## src/rtl/kyber_pkg.sv

```systemverilog
// Shared Kyber constants and CBD sampler types.
// Used by cbd_sampler and cbd_lane.
package kyber_pkg;

  localparam int KYBER_Q    = 3329;
  localparam int KYBER_N    = 256;
  localparam int CBD_K_ETA2 = 4;
  localparam int CBD_K_ETA3 = 6;

  typedef enum logic [0:0] {
    ST_IDLE = 1'b0,
    ST_RUN  = 1'b1
  } cbd_state_t;

endpackage

```

## src/rtl/cbd_lane.sv

```systemverilog
// Combinational single-coefficient CBD unit for eta=2 (bits[3:0]) or eta=3 (bits[5:0]).
// CBD_MODQ_EN defined: output mapped into [0, Q-1]; otherwise sign-extended two's complement.
module cbd_lane
  import kyber_pkg::*;
#(
  parameter int COEF_W = 12,
  parameter int Q      = KYBER_Q
) (
  input  logic [5:0]        bits,
  input  logic              eta3,
  output logic [COEF_W-1:0] coef
);

  localparam logic [COEF_W-1:0] Q_C = COEF_W'(Q);

  logic [1:0]        a_s;
  logic [1:0]        b_s;
  logic [3:0]        c_s;
  logic [COEF_W-1:0] sext_s;

  // Half-sums of the coefficient's bit group.
  always_comb begin
    a_s = 2'b00;
    b_s = 2'b00;
    if (eta3) begin
      a_s = {1'b0, bits[0]} + {1'b0, bits[1]} + {1'b0, bits[2]};
      b_s = {1'b0, bits[3]} + {1'b0, bits[4]} + {1'b0, bits[5]};
    end else begin
      a_s = {1'b0, bits[0]} + {1'b0, bits[1]};
      b_s = {1'b0, bits[2]} + {1'b0, bits[3]};
    end
  end

  assign c_s    = {2'b00, a_s} - {2'b00, b_s};
  assign sext_s = {{(COEF_W-4){c_s[3]}}, c_s};

  // Adding Q to a negative value wraps it into [0, Q-1] modulo 2^COEF_W.
  always_comb begin
    coef = sext_s;
`ifdef CBD_MODQ_EN
    if (c_s[3]) begin
      coef = Q_C + sext_s;
    end else begin
      coef = sext_s;
    end
`else
    coef = sext_s;
`endif
  end

endmodule

```

## src/rtl/cbd_sampler.sv

```systemverilog
// Streaming centered-binomial sampler (eta=2/3) turning PRF words into LANES coefficients per beat.
// CBD_MODQ_EN (passed to cbd_lane) selects mod-q output mapping instead of two's complement.
module cbd_sampler
  import kyber_pkg::*;
#(
  parameter int IN_W   = 32,
  parameter int LANES  = 4,
  parameter int N      = KYBER_N,
  parameter int Q      = KYBER_Q,
  parameter int COEF_W = 12
) (
  input  logic                    clk,
  input  logic                    rst,
  input  logic                    start,
  input  logic                    eta3,
  input  logic                    in_valid,
  output logic                    in_ready,
  input  logic [IN_W-1:0]         in_data,
  output logic                    out_valid,
  input  logic                    out_ready,
  output logic [LANES*COEF_W-1:0] out_data,
  output logic                    out_last,
  output logic                    busy
);

  localparam int BUF_W  = 2 * IN_W;
  localparam int FILL_W = $clog2(BUF_W + 1);
  localparam int BEATS  = N / LANES;
  localparam int BEAT_W = $clog2(BEATS + 1);
  localparam int WORDS2 = N * CBD_K_ETA2 / IN_W;
  localparam int WORDS3 = N * CBD_K_ETA3 / IN_W;
  localparam int WORD_W = $clog2(WORDS3 + 1);

  localparam logic [FILL_W-1:0] BPB2      = FILL_W'(LANES * CBD_K_ETA2);
  localparam logic [FILL_W-1:0] BPB3      = FILL_W'(LANES * CBD_K_ETA3);
  localparam logic [FILL_W-1:0] FILL_IN   = FILL_W'(IN_W);
  localparam logic [FILL_W-1:0] FILL_LIM  = FILL_W'(BUF_W - IN_W);
  localparam logic [WORD_W-1:0] WMAX2     = WORD_W'(WORDS2);
  localparam logic [WORD_W-1:0] WMAX3     = WORD_W'(WORDS3);
  localparam logic [BEAT_W-1:0] BEAT_MAX  = BEAT_W'(BEATS);
  localparam logic [BEAT_W-1:0] BEAT_LAST = BEAT_W'(BEATS - 1);

  cbd_state_t             state_r, state_nxt_s;
  logic                   eta3_r, eta3_nxt_s;
  logic [FILL_W-1:0]      fill_r, fill_nxt_s, fill_keep_s;
  logic [WORD_W-1:0]      words_r, words_nxt_s;
  logic [BEAT_W-1:0]      beats_r, beats_nxt_s;
  logic [BUF_W-1:0]       buf_r, buf_nxt_s, buf_keep_s;
  logic                   in_ready_r, in_ready_nxt_s;
  logic                   out_valid_r;
  logic                   out_last_r;
  logic [LANES*COEF_W-1:0] out_data_r;
  logic [LANES*COEF_W-1:0] lanes_s;
  logic [FILL_W-1:0]      bpb_s;
  logic                   accept_s;
  logic                   load_s;
  logic                   last_hs_s;

  assign bpb_s     = eta3_r ? BPB3 : BPB2;
  assign accept_s  = in_valid && in_ready_r;
  assign load_s    = (state_r == ST_RUN) && (fill_r >= bpb_s) && (beats_r < BEAT_MAX) &&
                     (!out_valid_r || out_ready);
  assign last_hs_s = out_valid_r && out_ready && out_last_r;

  // A consume shifts the buffer down before any new word is appended on top.
  assign buf_keep_s  = load_s ? (buf_r >> bpb_s) : buf_r;
  assign fill_keep_s = load_s ? (fill_r - bpb_s) : fill_r;

  generate
    for (genvar i = 0; i < LANES; i++) begin : g_lane
      logic [5:0] bits_s;
      assign bits_s = eta3_r ? buf_r[i*CBD_K_ETA3 +: 6] : {2'b00, buf_r[i*CBD_K_ETA2 +: 4]};
      cbd_lane #(
        .COEF_W (COEF_W),
        .Q      (Q)
      ) u_lane (
        .bits (bits_s),
        .eta3 (eta3_r),
        .coef (lanes_s[i*COEF_W +: COEF_W])
      );
    end
  endgenerate

  // Next-state for the FSM and the bit buffer bookkeeping.
  always_comb begin
    state_nxt_s = state_r;
    eta3_nxt_s  = eta3_r;
    fill_nxt_s  = fill_r;
    words_nxt_s = words_r;
    beats_nxt_s = beats_r;
    buf_nxt_s   = buf_r;
    case (state_r)
      ST_IDLE: begin
        if (start) begin
          state_nxt_s = ST_RUN;
          eta3_nxt_s  = eta3;
          fill_nxt_s  = {FILL_W{1'b0}};
          words_nxt_s = {WORD_W{1'b0}};
          beats_nxt_s = {BEAT_W{1'b0}};
          buf_nxt_s   = {BUF_W{1'b0}};
        end else begin
          state_nxt_s = ST_IDLE;
        end
      end
      ST_RUN: begin
        if (accept_s) begin
          buf_nxt_s   = buf_keep_s | ({{IN_W{1'b0}}, in_data} << fill_keep_s);
          fill_nxt_s  = fill_keep_s + FILL_IN;
          words_nxt_s = words_r + WORD_W'(1);
        end else begin
          buf_nxt_s   = buf_keep_s;
          fill_nxt_s  = fill_keep_s;
        end
        if (load_s) begin
          beats_nxt_s = beats_r + BEAT_W'(1);
        end else begin
          beats_nxt_s = beats_r;
        end
        if (last_hs_s) begin
          state_nxt_s = ST_IDLE;
        end else begin
          state_nxt_s = ST_RUN;
        end
      end
      default: begin
        state_nxt_s = ST_IDLE;
      end
    endcase
  end

  // in_ready is precomputed from the next state so it leaves a flop.
  always_comb begin
    in_ready_nxt_s = (state_nxt_s == ST_RUN) &&
                     (words_nxt_s < (eta3_nxt_s ? WMAX3 : WMAX2)) &&
                     (fill_nxt_s <= FILL_LIM);
  end

  // Control and buffer state registers.
  always_ff @(posedge clk or posedge rst) begin
    if (rst) begin
      state_r    <= ST_IDLE;
      eta3_r     <= 1'b0;
      fill_r     <= {FILL_W{1'b0}};
      words_r    <= {WORD_W{1'b0}};
      beats_r    <= {BEAT_W{1'b0}};
      buf_r      <= {BUF_W{1'b0}};
      in_ready_r <= 1'b0;
    end else begin
      state_r    <= state_nxt_s;
      eta3_r     <= eta3_nxt_s;
      fill_r     <= fill_nxt_s;
      words_r    <= words_nxt_s;
      beats_r    <= beats_nxt_s;
      buf_r      <= buf_nxt_s;
      in_ready_r <= in_ready_nxt_s;
    end
  end

  // Output beat register; holds its contents while the consumer stalls.
  always_ff @(posedge clk or posedge rst) begin
    if (rst) begin
      out_valid_r <= 1'b0;
      out_data_r  <= {(LANES*COEF_W){1'b0}};
      out_last_r  <= 1'b0;
    end else if (load_s) begin
      out_valid_r <= 1'b1;
      out_data_r  <= lanes_s;
      out_last_r  <= (beats_r == BEAT_LAST);
    end else if (out_valid_r && out_ready) begin
      out_valid_r <= 1'b0;
      out_last_r  <= 1'b0;
    end
  end

  assign in_ready  = in_ready_r;
  assign out_valid = out_valid_r;
  assign out_data  = out_data_r;
  assign out_last  = out_last_r;
  assign busy      = (state_r == ST_RUN);

endmodule

```

## config.mk

```make
export PLATFORM = sky130hd
export DESIGN_NAME = cbd_sampler
export DESIGN_NICKNAME = d
export VERILOG_FILES = /design/src/rtl/kyber_pkg.sv /design/src/rtl/cbd_lane.sv /design/src/rtl/cbd_sampler.sv
export SDC_FILE = /design/constraint.sdc
export NUM_CORES = 1
export LEC_CHECK = 0
export CAP_MARGIN = 20
export CORE_AREA = 2 2 129 131
export CTS_CLUSTER_SIZE = 14
export DETAILED_ROUTE_END_ITERATION = 10
export DIE_AREA = 0 0 131 133
export PLACE_DENSITY_LB_ADDON = 0.2
export SLEW_MARGIN = 20
export SYNTH_ARGS = -nofsm -noshare
export SYNTH_HDL_FRONTEND = slang
export SYNTH_SLANG_ARGS = --single-unit
export TNS_END_PERCENT = 20
```

## constraint.sdc

```tcl
create_clock -name clk -period 5.5 [get_ports clk]
set_clock_uncertainty 0.2 [all_clocks]
set_input_delay 1.375 -clock clk [delete_from_list [all_inputs] [get_ports clk]]
set_output_delay 1.375 -clock clk [all_outputs]
set_load 0.01 [all_outputs]
```

# Word-level counts from Yosys, hierarchy flattened
# Cells that the tools add are included.
# word_totals
elab_cells	97
regBits	128
inputBits	38
# op_classes
eq_ne	3
shifts	2
addsub	28
bitwise_logic	2
magnitude_cmp	4
reduce_logical	12
mux	36
# ops
op	count
2-to-1 mux 64 bit	3
one-hot mux 64 bit (2 select lines)	1
bitwise OR 64 bit	1
left shift 32 x 7 -> 64 bit	1
right shift 64 x 5 -> 64 bit	1
2-to-1 mux 6 bit	6
2-to-1 mux 7 bit	5
one-hot mux 7 bit (2 select lines)	2
adder 1 x 1 -> 2 bit	12
adder 2 x 1 -> 2 bit	8
2-to-1 mux 2 bit	8
one-hot mux 6 bit (2 select lines)	1
subtractor 2 x 2 -> 3 bit	4
logical AND 1 bit	8
adder 7 x 1 -> 7 bit (second input constant)	1
adder 7 x 6 -> 7 bit (second input constant)	1
== test 7 x 6 -> 1 bit (second input constant)	1
>= comparator 7 x 5 -> 1 bit	1
less-or-equal comparator 7 x 6 -> 1 bit (second input constant)	1
less-than comparator 7 bit (second input constant)	1
2-to-1 mux 1 bit	7
subtractor 7 x 5 -> 7 bit	1
adder 6 x 1 -> 6 bit (second input constant)	1
less-than comparator 6 bit	1
other kinds (10)	10

# Depth between registers and ports, before layout
# Gate-level depths: netlist of the first run.
# depth
ltp_word	11
ltp_mapped	14
ltp_nobuf	11

# Modules after synthesis
# A second synthesis of the first run with hierarchy kept.
# hier_totals
cells_unflattened	1163
hier_area_um2	10487.6
# by_module_without_submodules
module	area_per_inst_um2	instances	cells_each
cbd_sampler	9566.7	1	1055
cbd_lane	230.2	4	27

# Worst setup path after synthesis of the first run
# Ideal clock, no wire load.
# synth_timing
path_kind	register to register
from	register eta3_r
to	register out_data_r[37], in the netlist out_data[37]
path_buffers	3
required_time_ns	5.168
arrival_ns	3.382
setup_slack_ns	1.786
synth_period_minus_slack_ns	3.714
path_stages_with_launch	10
cell_sequence	dfrtp_1 -> buf_1 -> buf_1 -> buf_1 -> mux2_2 -> fa_1 -> mux2_2 -> ha_1 -> fa_1 -> o21ai_0
# synth_between
elab_chain_len	5
elab_cells_between_ends	14
# synth_lines
item	line_no	source
start: declaration	cbd_sampler.sv:44	logic eta3_r, eta3_nxt_s;
start signal: assignment	cbd_sampler.sv:150	eta3_r <= eta3_nxt_s;
2-to-1 mux 6 bit or 2-to-1 mux 4 bit (tied branches)	cbd_sampler.sv:72, cbd_sampler.sv:59	
adder 1 x 1 -> 2 bit (tied with other cells)	cbd_lane.sv:26, cbd_lane.sv:29	
adder 2 x 1 -> 2 bit (tied with other cells)	cbd_lane.sv:26	a_s = {1'b0, bits[0]} + {1'b0, bits[1]} + {1'b0, bits[2]};
2-to-1 mux 2 bit or logical AND 1 bit (tied branches)	cbd_lane.sv:25, cbd_sampler.sv:61	
subtractor 2 x 2 -> 3 bit or logical AND 1 bit (tied branches)	cbd_lane.sv:34, cbd_sampler.sv:61	
end signal: assignment	cbd_sampler.sv:163	out_data_r <= {(LANES*COEF_W){1'b0}};
end signal: assignment	cbd_sampler.sv:167	out_data_r <= lanes_s;
end: declaration	cbd_sampler.sv:52	logic [LANES*COEF_W-1:0] out_data_r;
# Several ways; a longest one is shown, not always the timed one.
# A chain may end at the register's enable or synchronous reset.

# Final worst setup path of the first run
# layout_timing
from	input out_ready
to	register buf_r[60]
# layout_between
elab_chain_len	7
elab_cells_between_ends	8
# layout_lines
item	line_no	source
start: declaration	cbd_sampler.sv:20	input logic out_ready,
logical OR 1 bit (*)	cbd_sampler.sv:62	(!out_valid_r || out_ready);
logical AND 1 bit (*)	cbd_sampler.sv:61	assign load_s = (state_r == ST_RUN) && (fill_r >= bpb_s) && (beats_r < BEAT_MAX) &&
2-to-1 mux 7 bit	cbd_sampler.sv:67	assign fill_keep_s = load_s ? (fill_r - bpb_s) : fill_r;
left shift 32 x 7 -> 64 bit	cbd_sampler.sv:107	buf_nxt_s = buf_keep_s | ({{IN_W{1'b0}}, in_data} << fill_keep_s);
bitwise OR 64 bit	cbd_sampler.sv:107	
2-to-1 mux 64 bit (*)	cbd_sampler.sv:106	if (accept_s) begin
one-hot mux 64 bit (2 select lines) (*)	cbd_sampler.sv:92	case (state_r)
end signal: assignment	cbd_sampler.sv:146	buf_r <= {BUF_W{1'b0}};
end signal: assignment	cbd_sampler.sv:154	buf_r <= buf_nxt_s;
end: declaration	cbd_sampler.sv:48	logic [BUF_W-1:0] buf_r, buf_nxt_s, buf_keep_s;
# Every way passes the cells marked *; elsewhere a longest branch is shown, timed or not.

==> metrics.md, run 1 <==
| Metric | Value |
|---|---|
| Post-Route WL | `25500 um` |
| Comb pwr share | `60.6%` |
| Mapped Nets | `1009` |
| Post-synthesis cell count | `943` |
| Met2 Use GR | `45.5%` |
| Worst r2r dst | `buf_r[28]$_DFFE_PP0P_` |
| Worst setup path startpoint | `out_ready` |
| Reg2Reg Depth | `9` |
| Wirelength per Cell | `21.5 um` |
| Row cnt | `47` |
| TritonRoute pass-1 iters | `8` |
| Worst EP required | `5.58 ns` |
| R2r setup slk | `1.69 ns` |
| Clock root cell | `clkbuf_16` |
| Top post-synthesis cells by area | `dfrtp_1 29%, mux2i_1 14%, mux2_2 5.8%` |
| Setup TNS | `0 ns` |
| Synthesized area per cell | `9.21 um^2` |
| Post-DP HPWL | `18500 um` |
| GRT Overall Usage | `30.1%` |
| PortBufs | `89` |
| Placed Instance Area | `9460 um^2` |
| Seq/Total Area, Yosys | `29.1%` |
| CTS tree | `yes` |
| First-pass GRT wire length | `40100 um` |
| Die area | `17400 um^2` |
| Initial antenna violation count | `0` |
| FF+latch area | `2530 um^2` |
| Final setup fails | `0` |
| I/O pins | `90` |
| Routability cong. | `0.973` |
| Distinct cells, synth | `77` |
| PD cells | `536 nW/um^2` |
| Final instance area | `9770 um^2` |
| Synth area leader | `dfrtp_1` |
| Leak | `0.00400 uW` |
| Unrepaired setup endpoints after global routing | `false` |
| Synth-to-Final Area Change | `12.6%` |
| Share of power burned in registers | `25.8%` |
| Post-CTS Setup Bufs | `0` |
| WS Path Type | `in2reg` |
| H-tree levels | `3` |
| Critical Path Start Type | `input pin` |
| Crit path buf inv count | `1` |
| Worst path max stage delay | `0.70 ns` |
| Min-Delay Path Class | `reg2reg` |
| Nets@finish | `1027` |
| Async SR Flop Fraction | `100%` |
| Clk pwr share | `13.6%` |
| Cts bufs inserted | `9` |
| Hold buffer count at CTS | `0` |
| Yosys top cell area share | `29.1%` |
| Met1 GRT Util | `41.8%` |
| Die H | `133 um` |
| Max Slew Vio Count | `0` |
| Critical path's slowest cell | `a211o_1` |
| Post-CTS resize count | `0` |
| Hold Vio Cnt, Final | `0` |
| Maximum vdd drop | `0.248 mV` |
| Critical Path End Type | `flip-flop` |
| Post-synth top flop | `dfrtp_1` |
| Layout cell share with drive strength beyond 1 | `13.5%` |
| Clk sinks | `101` |
| Commonest non-fill, non-tap cell in the layout | `mux2i_1` |
| Worst-path clk slew | `0.07 ns` |
| Worst setup path endpoint | `buf_r[60]$_DFFE_PP0P_` |
| NetSw | `2400 uW` |
| Drt initial violations | `838` |
| Tightest Pin Transition | `1.05 ns` |
| DRT antenna net count | `0` |
| Clock buffer depth | `2` |
| Switching Fraction | `45.7%` |
| Ant diodes | `0` |
| Cell Area, Synth | `8680 um^2` |
| Pint | `2840 uW` |
| Largest net degree at the start of global routing | `59` |
| Fill count | `1388` |
| Worst path depth | `7` |
| Core ar. | `16200 um^2` |
| Met3 GRT Util | `6.83%` |
| Max_cap viols | `0` |
| DRC viols | `0` |
| Cell family with most CP delay | `compound AO/OA/AOI/OAI gates` |
| Most frequent cells in the layout | `122 x mux2i_1, 98 x dfrtp_1, 96 x nand2_1, 89 x clkdlybuf4s50_1, 62 x nor2_1` |
| Die width | `131 um` |
| Critical path peak fanout | `22` |
| Arrival @ worst endpoint | `4.26 ns` |
| Vias in the first global route | `7162` |
| GRT busiest layer | `met2` |
| Worst reg2reg path startpoint | `busy$_DFF_PP0_` |
| Fmax | `0.239 GHz` |
| Min Tclk post-route | `4.18 ns` |
| Crit path cell chain | `clkdlybuf4s50_1, nor2b_4, nor4_1, a211o_1, nand3_1, o211a_1, o22ai_1` |
| Area of the multi-input gates | `5500 um^2` |
| Status | `complete, no violations` |
| Post-synth EDFFs | `0` |
| Headroom to the max-slew limit | `29.4%` |
| Via count | `7603` |
| Synth Warn # | `0` |
| Worst skew pair latency | `0.37 ns` |
| Hold Startpoint | `out_data[37]$_DFFE_PP0N_` |
| Initial Util | `53.7%` |
| Fin crit share | `76.1%` |
| #FFs+latches synth | `101` |
| Aggregate global routing overflow | `0` |
| Vias per inst | `6.41` |
[per-stage QoR]
stage               power [uW]  cells  setup WS, ns  hold WS (ns)  utilization [%]
global placement          4420   1170          1.06         0.262             58.5
global route              5610   1186          1.08         0.310             60.4
CTS                       5200   1186          1.37         0.287             60.4
detailed placement        4480   1170         0.998         0.272             58.5
floorplan                 3650    943          1.28         0.257                -
finish                    5240   1186          1.32         0.283             60.4
[worst min-delay path by stage]
stage | endpoint | slack, ns | cells past startpoint
detailed placement | out_data[36]$_DFFE_PP0N_ | 0.27 | 2
floorplan | words_r[4]$_DFF_PP0_ | 0.26 | 1
finish | out_data[37]$_DFFE_PP0N_ | 0.28 | 2
global placement | out_data[37]$_DFFE_PP0N_ | 0.26 | 2
CTS | out_data[36]$_DFFE_PP0N_ | 0.29 | 2
global route | out_data[37]$_DFFE_PP0N_ | 0.31 | 2
[metal layers]
layer  vias to the layer above  share of wire (%)
met5                         -                  0
met4                         0                3.7
met3                        68                8.5
met2                       393                 45
met1                      3636                 43
li1                       3506                  -
[logic make-up (layout without fill, tap and decap cells)]
| family | Yosys count | after routing | share of synthesized area (%) |
|---|---|---|---|
| compound gates | 249 | 249 | 19.6 |
| flops | 101 | 101 | 29.1 |
| simple gates | 258 | 258 | 14.5 |
| mux | 181 | 181 | 23.5 |
| xor+xnor | 5 | 5 | 0.504 |
| buf+inv | 121 | 144 | 7.71 |
| fa+ha+maj | 28 | 28 | 5.07 |
[synth_stat cells (12+ instances only)]
| library cell | number |
|---|---|
| a31oi_1 | 23 |
| dfrtp_1 | 101 |
| fa_1 | 12 |
| and2_1 | 12 |
| nor3_1 | 15 |
| ha_1 | 16 |
| buf_1 | 12 |
| o21ai_0 | 52 |
| mux2i_1 | 122 |
| inv_1 | 14 |
| mux4_2 | 14 |
| nand2_1 | 97 |
| buf_4 | 43 |
| o22ai_1 | 18 |
| mux2_2 | 45 |
| nand3_1 | 20 |
| nor2_1 | 62 |
| a21oi_1 | 56 |
| clkbuf_1 | 37 |
[state kept, by name, summed over array words and instances (netlist names), 6 cells and up]
signal / count
words_r: 6
fill_r: 7
buf_r: 64
out_data: 12
beats_r: 7
[power by group through the flow]
stage	sequential [uW]	clock (uW)	combinational, uW
floorplan	1280	0	2370
global placement	1350	0	3070
detailed placement	1360	0	3120
CTS	1350	713	3140
global route	1400	742	3480
finish	1350	713	3180
[area by class of cell]
cell class	count	area share, %
clock buffer	12	2.52
clock inverter	4	0.742
sequential	101	25.9
multi-input combinational	721	56.2
timing repair buffer	112	11.1
tap	220	2.82
inverter	16	0.640
[tightest hold or removal path: stages, from the launching register on]
cell and delay (ns):
dfrtp_1 0.34, nand2_1 0.05, o21ai_0 0.06
Power figures use the tool's default switching activity.
==> run 2: changes to the inputs <==
Clock period 5.5 ns to 4.1 ns, I/O delays scaled along.
==> run 2 against run 1 <==
  * Final area up 1.1%
  * Routed wire length down 3.1%
  * Register-to-register slack worse by 1.0 ns
  * First-iteration DRC count down 9.4%
  * Clock power up 20%
  * Non-clock buffer count up 17
  * Worst setup slack worse by 0.81 ns
  * Highest routed layer unchanged
  * Sequential cell count unchanged
  * Die area unchanged
  * Largest power group unchanged
  * Via count up 0.79%
==> metrics.md, run 2 (synthesized netlist as in run 1, its figures left out) <==
| Metric | Value |
|---|---|
| Clk sinks | `101` |
| Largest net degree at the start of global routing | `86` |
| Final instance area | `9880 um^2` |
| First-pass GRT wire length | `39000 um` |
| Core ar. | `16200 um^2` |
| CTS tree | `yes` |
| Max_cap viols | `0` |
| Maximum vdd drop | `0.362 mV` |
| Drt initial violations | `759` |
| PD cells | `713 nW/um^2` |
| I/O pins | `90` |
| Clock root cell | `clkbuf_16` |
| Min Tclk post-route | `3.59 ns` |
| PortBufs | `89` |
| Worst EP required | `4.20 ns` |
| Clock buffer depth | `2` |
| DRC viols | `0` |
| Worst path max stage delay | `0.55 ns` |
| Synth-to-Final Area Change | `13.8%` |
| Critical path's slowest cell | `clkdlybuf4s50_1` |
| Hold buffer count at CTS | `0` |
| Arrival @ worst endpoint | `3.70 ns` |
| Critical Path End Type | `flip-flop` |
| Wire length on met1 | `10800 um` |
| Uppermost layer routed | `met4` |
| Fin crit share | `87.7%` |
| Max reg flops | `64` |
| Worst reg2reg path startpoint | `fill_r[0]$_DFF_PP0_` |
| Nets@finish | `1044` |
| Post-CTS Setup Bufs | `0` |
| Max Slew Vio Count | `0` |
| Leak | `0.00407 uW` |
| Critical path peak fanout | `9` |
| Total Power | `7040 uW` |
| Status | `complete, no violations` |
| Vias per inst | `6.37` |
| Cts bufs inserted | `9` |
| Hold path cells | `2` |
| DRT antenna net count | `0` |
| Post-DP HPWL | `18300 um` |
| Final setup fails | `0` |
| Vias in the first global route | `6994` |
| WS Path Type | `in2reg` |
| Die width | `131 um` |
| Critical Path Start Type | `input pin` |
| Setup TNS | `0 ns` |
| Min-Delay Path Class | `reg2reg` |
| Worst skew pair latency | `0.37 ns` |
| Most frequent cells in the layout | `122 x mux2i_1, 98 x dfrtp_1, 96 x nand2_1, 89 x clkdlybuf4s50_1, 62 x nor2_1` |
| TritonRoute pass-1 iters | `6` |
| Routability cong. | `1.04` |
| WL met2 | `11100 um` |
| Detail Route met3 WL | `2160 um` |
| Post-Route WL | `24700 um` |
| Crit path cell chain | `clkdlybuf4s50_1, nor2b_4, or4_4, o21a_1, nor3_2, buf_4, nand3_1, o22ai_1, o31a_1` |
| Top reg by flops | `buf_r` |
| Wirelength per Cell | `20.5 um` |
| Worst path depth | `9` |
| Initial antenna violation count | `0` |
| Post-CTS resize count | `0` |
| GRT Overall Usage | `28.9%` |
| Reg2Reg Depth | `8` |
| Fmax | `0.278 GHz` |
| Die area | `17400 um^2` |
| Final hold slack | `0.279 ns` |
| Hold Vio Cnt, Final | `0` |
| Aggregate global routing overflow | `0` |
| H-tree levels | `3` |
| Crit path buf inv count | `2` |
| Layout cell share with drive strength beyond 1 | `15.2%` |
| Row cnt | `47` |
| Via count | `7663` |
| Worst setup path startpoint | `out_ready` |
| Placed Instance Area | `9600 um^2` |
| Cell family with most CP delay | `simple AND/OR/NAND/NOR gates` |
| Unrepaired setup endpoints after global routing | `false` |
| Ant diodes | `0` |
| Hold Startpoint | `out_data[24]$_DFFE_PP0N_` |
| Commonest non-fill, non-tap cell in the layout | `mux2i_1` |
| Initial Util | `53.7%` |
| Tightest Pin Transition | `1.04 ns` |
| Headroom to the max-slew limit | `30.3%` |
| Die H | `133 um` |
| Worst-path clk slew | `0.07 ns` |
-- run 2: changes by cell type in the layout (fill, tap and decap cells not counted), sizes merged --
cell,change
bufinv,-2
clkbuf,-3
clkinvlp,-1
clkinv,+4
inv,+2
buf,+17
-- run 2: routing by layer --
metal,GRT usage (%),vias up
li1,-,3549
met1,42.0,3674
met2,43.2,398
met3,6.27,42
met4,8.81,0
met5,0,-
-- run 2: final timing paths --
kind / to / slack, ns
min: out_data[24]$_DFFE_PP0N_ / 0.28
min in group asynchronous: beats_r[2]$_DFFE_PP0P_ / 0.87
max reg2reg: buf_r[15]$_DFFE_PP0P_ / 0.68
max: buf_r[54]$_DFFE_PP0P_ / 0.51
max in group asynchronous: out_data[11]$_DFFE_PP0N_ / 2.15
min reg2reg: out_data[24]$_DFFE_PP0N_ / 0.28
-- run 2: final cells by class --
type	instances	area [um^2]
multi-input combinational	721	5500
inverter	16	62.6
fill	1391	6290
timing repair buffer	129	1230
sequential	101	2530
clock buffer	9	225
tap	220	275
clock inverter	7	58.8
-- run 2: worst min-delay path, stage by stage (launching register included) --
cell and delay [ns]:
dfrtp_1 0.34, nand2_1 0.04, o21ai_0 0.06
-- run 2: metrics by stage --
stage          utilization [%]  setup slack, ns  cells
3_5_place_dp              59.3            0.201   1187
5_1_grt                   61.1            0.357   1203
6_report                  61.1            0.505   1203
2_1_floorplan                -            0.228    943
3_3_place_gp              59.3            0.150   1187
4_1_cts                   61.1            0.563   1203
-- run 2: report_power, final --
group / switching, uW / leakage [uW] / internal [uW] / total (uW)
registers: 404 / 0.00130 / 1400 / 1800
logic: 2420 / 0.00263 / 1970 / 4390
clock network: 432 / 0.000143 / 422 / 854
total: 3250 / 0.00407 / 3790 / 7040
==> run 3: changes to the inputs <==
Settings changed: CORE_AREA 2 2 129 131 to 2 2 157 159, DIE_AREA 0 0 131 133 to 0 0 159 161.
==> run 3 against run 2 <==
  * Final area rose by 1.6%
  * Critical path type unchanged
  * Register-to-register slack barely moved
  * Via count fell by 1.3%
  * Final cell count rose by 9.0%
  * First-iteration DRC count fell by 7.0%
  * Critical endpoint is now buf_r[48]$_DFFE_PP0P_
  * Worst hold slack barely moved
==> metrics.md, run 3 (synthesized netlist as in run 1, its figures left out) <==
| Metric | Value |
|---|---|
| Die H | `161 um` |
| Via count | `7562` |
| Clk pwr share | `12.1%` |
| Core Util, Final | `41.9%` |
| Comb pwr share | `62.5%` |
| Fill count | `2414` |
| Switching Fraction | `46.5%` |
| Critical path peak fanout | `7` |
| PortBufs | `89` |
| Final worst slack | `0.493 ns` |
| Critical Path Start Type | `input pin` |
| Maximum vdd drop | `0.332 mV` |
| Initial antenna violation count | `0` |
| Wirelength per Cell | `20.9 um` |
| H-tree levels | `3` |
| Vias per inst | `5.77` |
| Layout cell share with drive strength beyond 1 | `15.5%` |
| Vias in the first global route | `7204` |
| Final hold slack | `0.279 ns` |
| TritonRoute pass-1 iters | `5` |
| Max_cap viols | `0` |
| Arrival @ worst endpoint | `3.71 ns` |
| WS Path Type | `in2reg` |
| Final setup fails | `0` |
| Post-DP HPWL | `20100 um` |
| Clock root cell | `clkbuf_16` |
| Post-CTS resize count | `0` |
| Die width | `159 um` |
| Nets@finish | `1049` |
| First-pass GRT wire length | `42900 um` |
| Core ar. | `24000 um^2` |
| Hold Vio Cnt, Final | `0` |
| Unrepaired setup endpoints after global routing | `false` |
| Clock buffer depth | `2` |
| Post-Place Cells | `1296` |
| Pint | `3840 uW` |
| Pre-CTS WS | `0.194 ns` |
| Drt initial violations | `706` |
| Share of power burned in registers | `25.4%` |
| Critical Path End Type | `flip-flop` |
| Area of the multi-input gates | `5500 um^2` |
| FF+latch area | `2530 um^2` |
| Setup TNS | `0 ns` |
| Post-Route WL | `27400 um` |
| Max reg flops | `64` |
| NetSw | `3330 uW` |
| Tightest Pin Transition | `0.758 ns` |
| Post-CTS Setup Bufs | `0` |
| Commonest non-fill, non-tap cell in the layout | `mux2i_1` |
| Worst skew pair latency | `0.36 ns` |
| Initial Util | `36.2%` |
| Leak | `0.00409 uW` |
| Clk sinks | `101` |
| Row cnt | `57` |
| Cts bufs inserted | `9` |
| PD cells | `714 nW/um^2` |
| Min-Delay Path Class | `reg2reg` |
| DRT antenna net count | `0` |
| Status | `complete, no violations` |
| Routability cong. | `0.912` |
| Die area | `25600 um^2` |
| Fmax | `0.277 GHz` |
| Most frequent cells in the layout | `122 x mux2i_1, 98 x dfrtp_1, 96 x nand2_1, 89 x clkdlybuf4s50_1, 62 x nor2_1` |
| Largest net degree at the start of global routing | `64` |
| Top reg by flops | `buf_r` |
| GRT Overall Usage | `21.4%` |
| Max Slew Vio Count | `0` |
| Ant diodes | `0` |
| Headroom to the max-slew limit | `49.5%` |
| Final std cells w/o fill | `1311` |
| I/O pins | `90` |
| CTS tree | `yes` |
| Synth-to-Final Area Change | `15.6%` |
| Fin crit share | `88.0%` |
| Hold buffer count at CTS | `0` |
| Min Tclk post-route | `3.61 ns` |
| Worst-path clk slew | `0.07 ns` |
| Aggregate global routing overflow | `0` |
| Worst EP required | `4.20 ns` |
| DRC viols | `0` |
## run 3: cell count changes in the layout (fill, tap and decap cells not counted), sizes merged
cell,delta
buf,+5
clkbuf,+3
clkinv,-4
clkinvlp,+2
inv,-2
## run 3: final cells by class
type	instances	share of cell area, %
inverters	16	0.623
clock buffers	12	2.66
repair buffers	134	12.5
flip-flops and latches	101	25.2
multi-input cells	721	54.7
clock inverters	3	0.199
well taps	324	4.04
## run 3: power groups by stage
stage	Clock, uW	Sequential, uW	Combinational, uW
4_1_cts	887	1810	4440
2_1_floorplan	0	1710	3180
6_report	869	1820	4480
5_1_grt	919	1880	4900
3_5_place_dp	0	1830	4410
3_3_place_gp	0	1820	4410
## run 3: per-layer routing
layer / routed length, um / GRT usage (%)
met4: 337 / 4.71
met2: 12000 / 33.3
met3: 2130 / 4.11
met5: 0 / 0
met1: 12900 / 30.8
## run 3: stage by stage
step	total power (uW)	cell area (um^2)
2_1_floorplan	4890	8680
3_3_place_gp	6230	9750
3_5_place_dp	6240	9750
4_1_cts	7130	10000
5_1_grt	7700	10000
6_report	7160	10000
## run 3: path summary, 6_finish.rpt
path,from,endpoint,slack (ns),cells past startpoint
max,out_ready,buf_r[48]$_DFFE_PP0P_,0.49,8
min,out_data[13]$_DFFE_PP0N_,out_data[13]$_DFFE_PP0N_,0.28,2
max reg2reg,fill_r[3]$_DFF_PP0_,buf_r[26]$_DFFE_PP0P_,0.69,12
min reg2reg,out_data[13]$_DFFE_PP0N_,out_data[13]$_DFFE_PP0N_,0.28,2
max in group asynchronous,rst,buf_r[41]$_DFFE_PP0P_,2.09,3
min in group asynchronous,rst,buf_r[31]$_DFFE_PP0P_,0.86,2
## run 3: worst max-delay path, cell delays in order
cell,delay [ns]
clkdlybuf4s50_1,0.56
nor2b_4,0.09
a2111o_1,0.44
a21o_1,0.26
nor3_2,0.40
nand2_1,0.35
a211oi_1,0.37
a221o_1,0.20
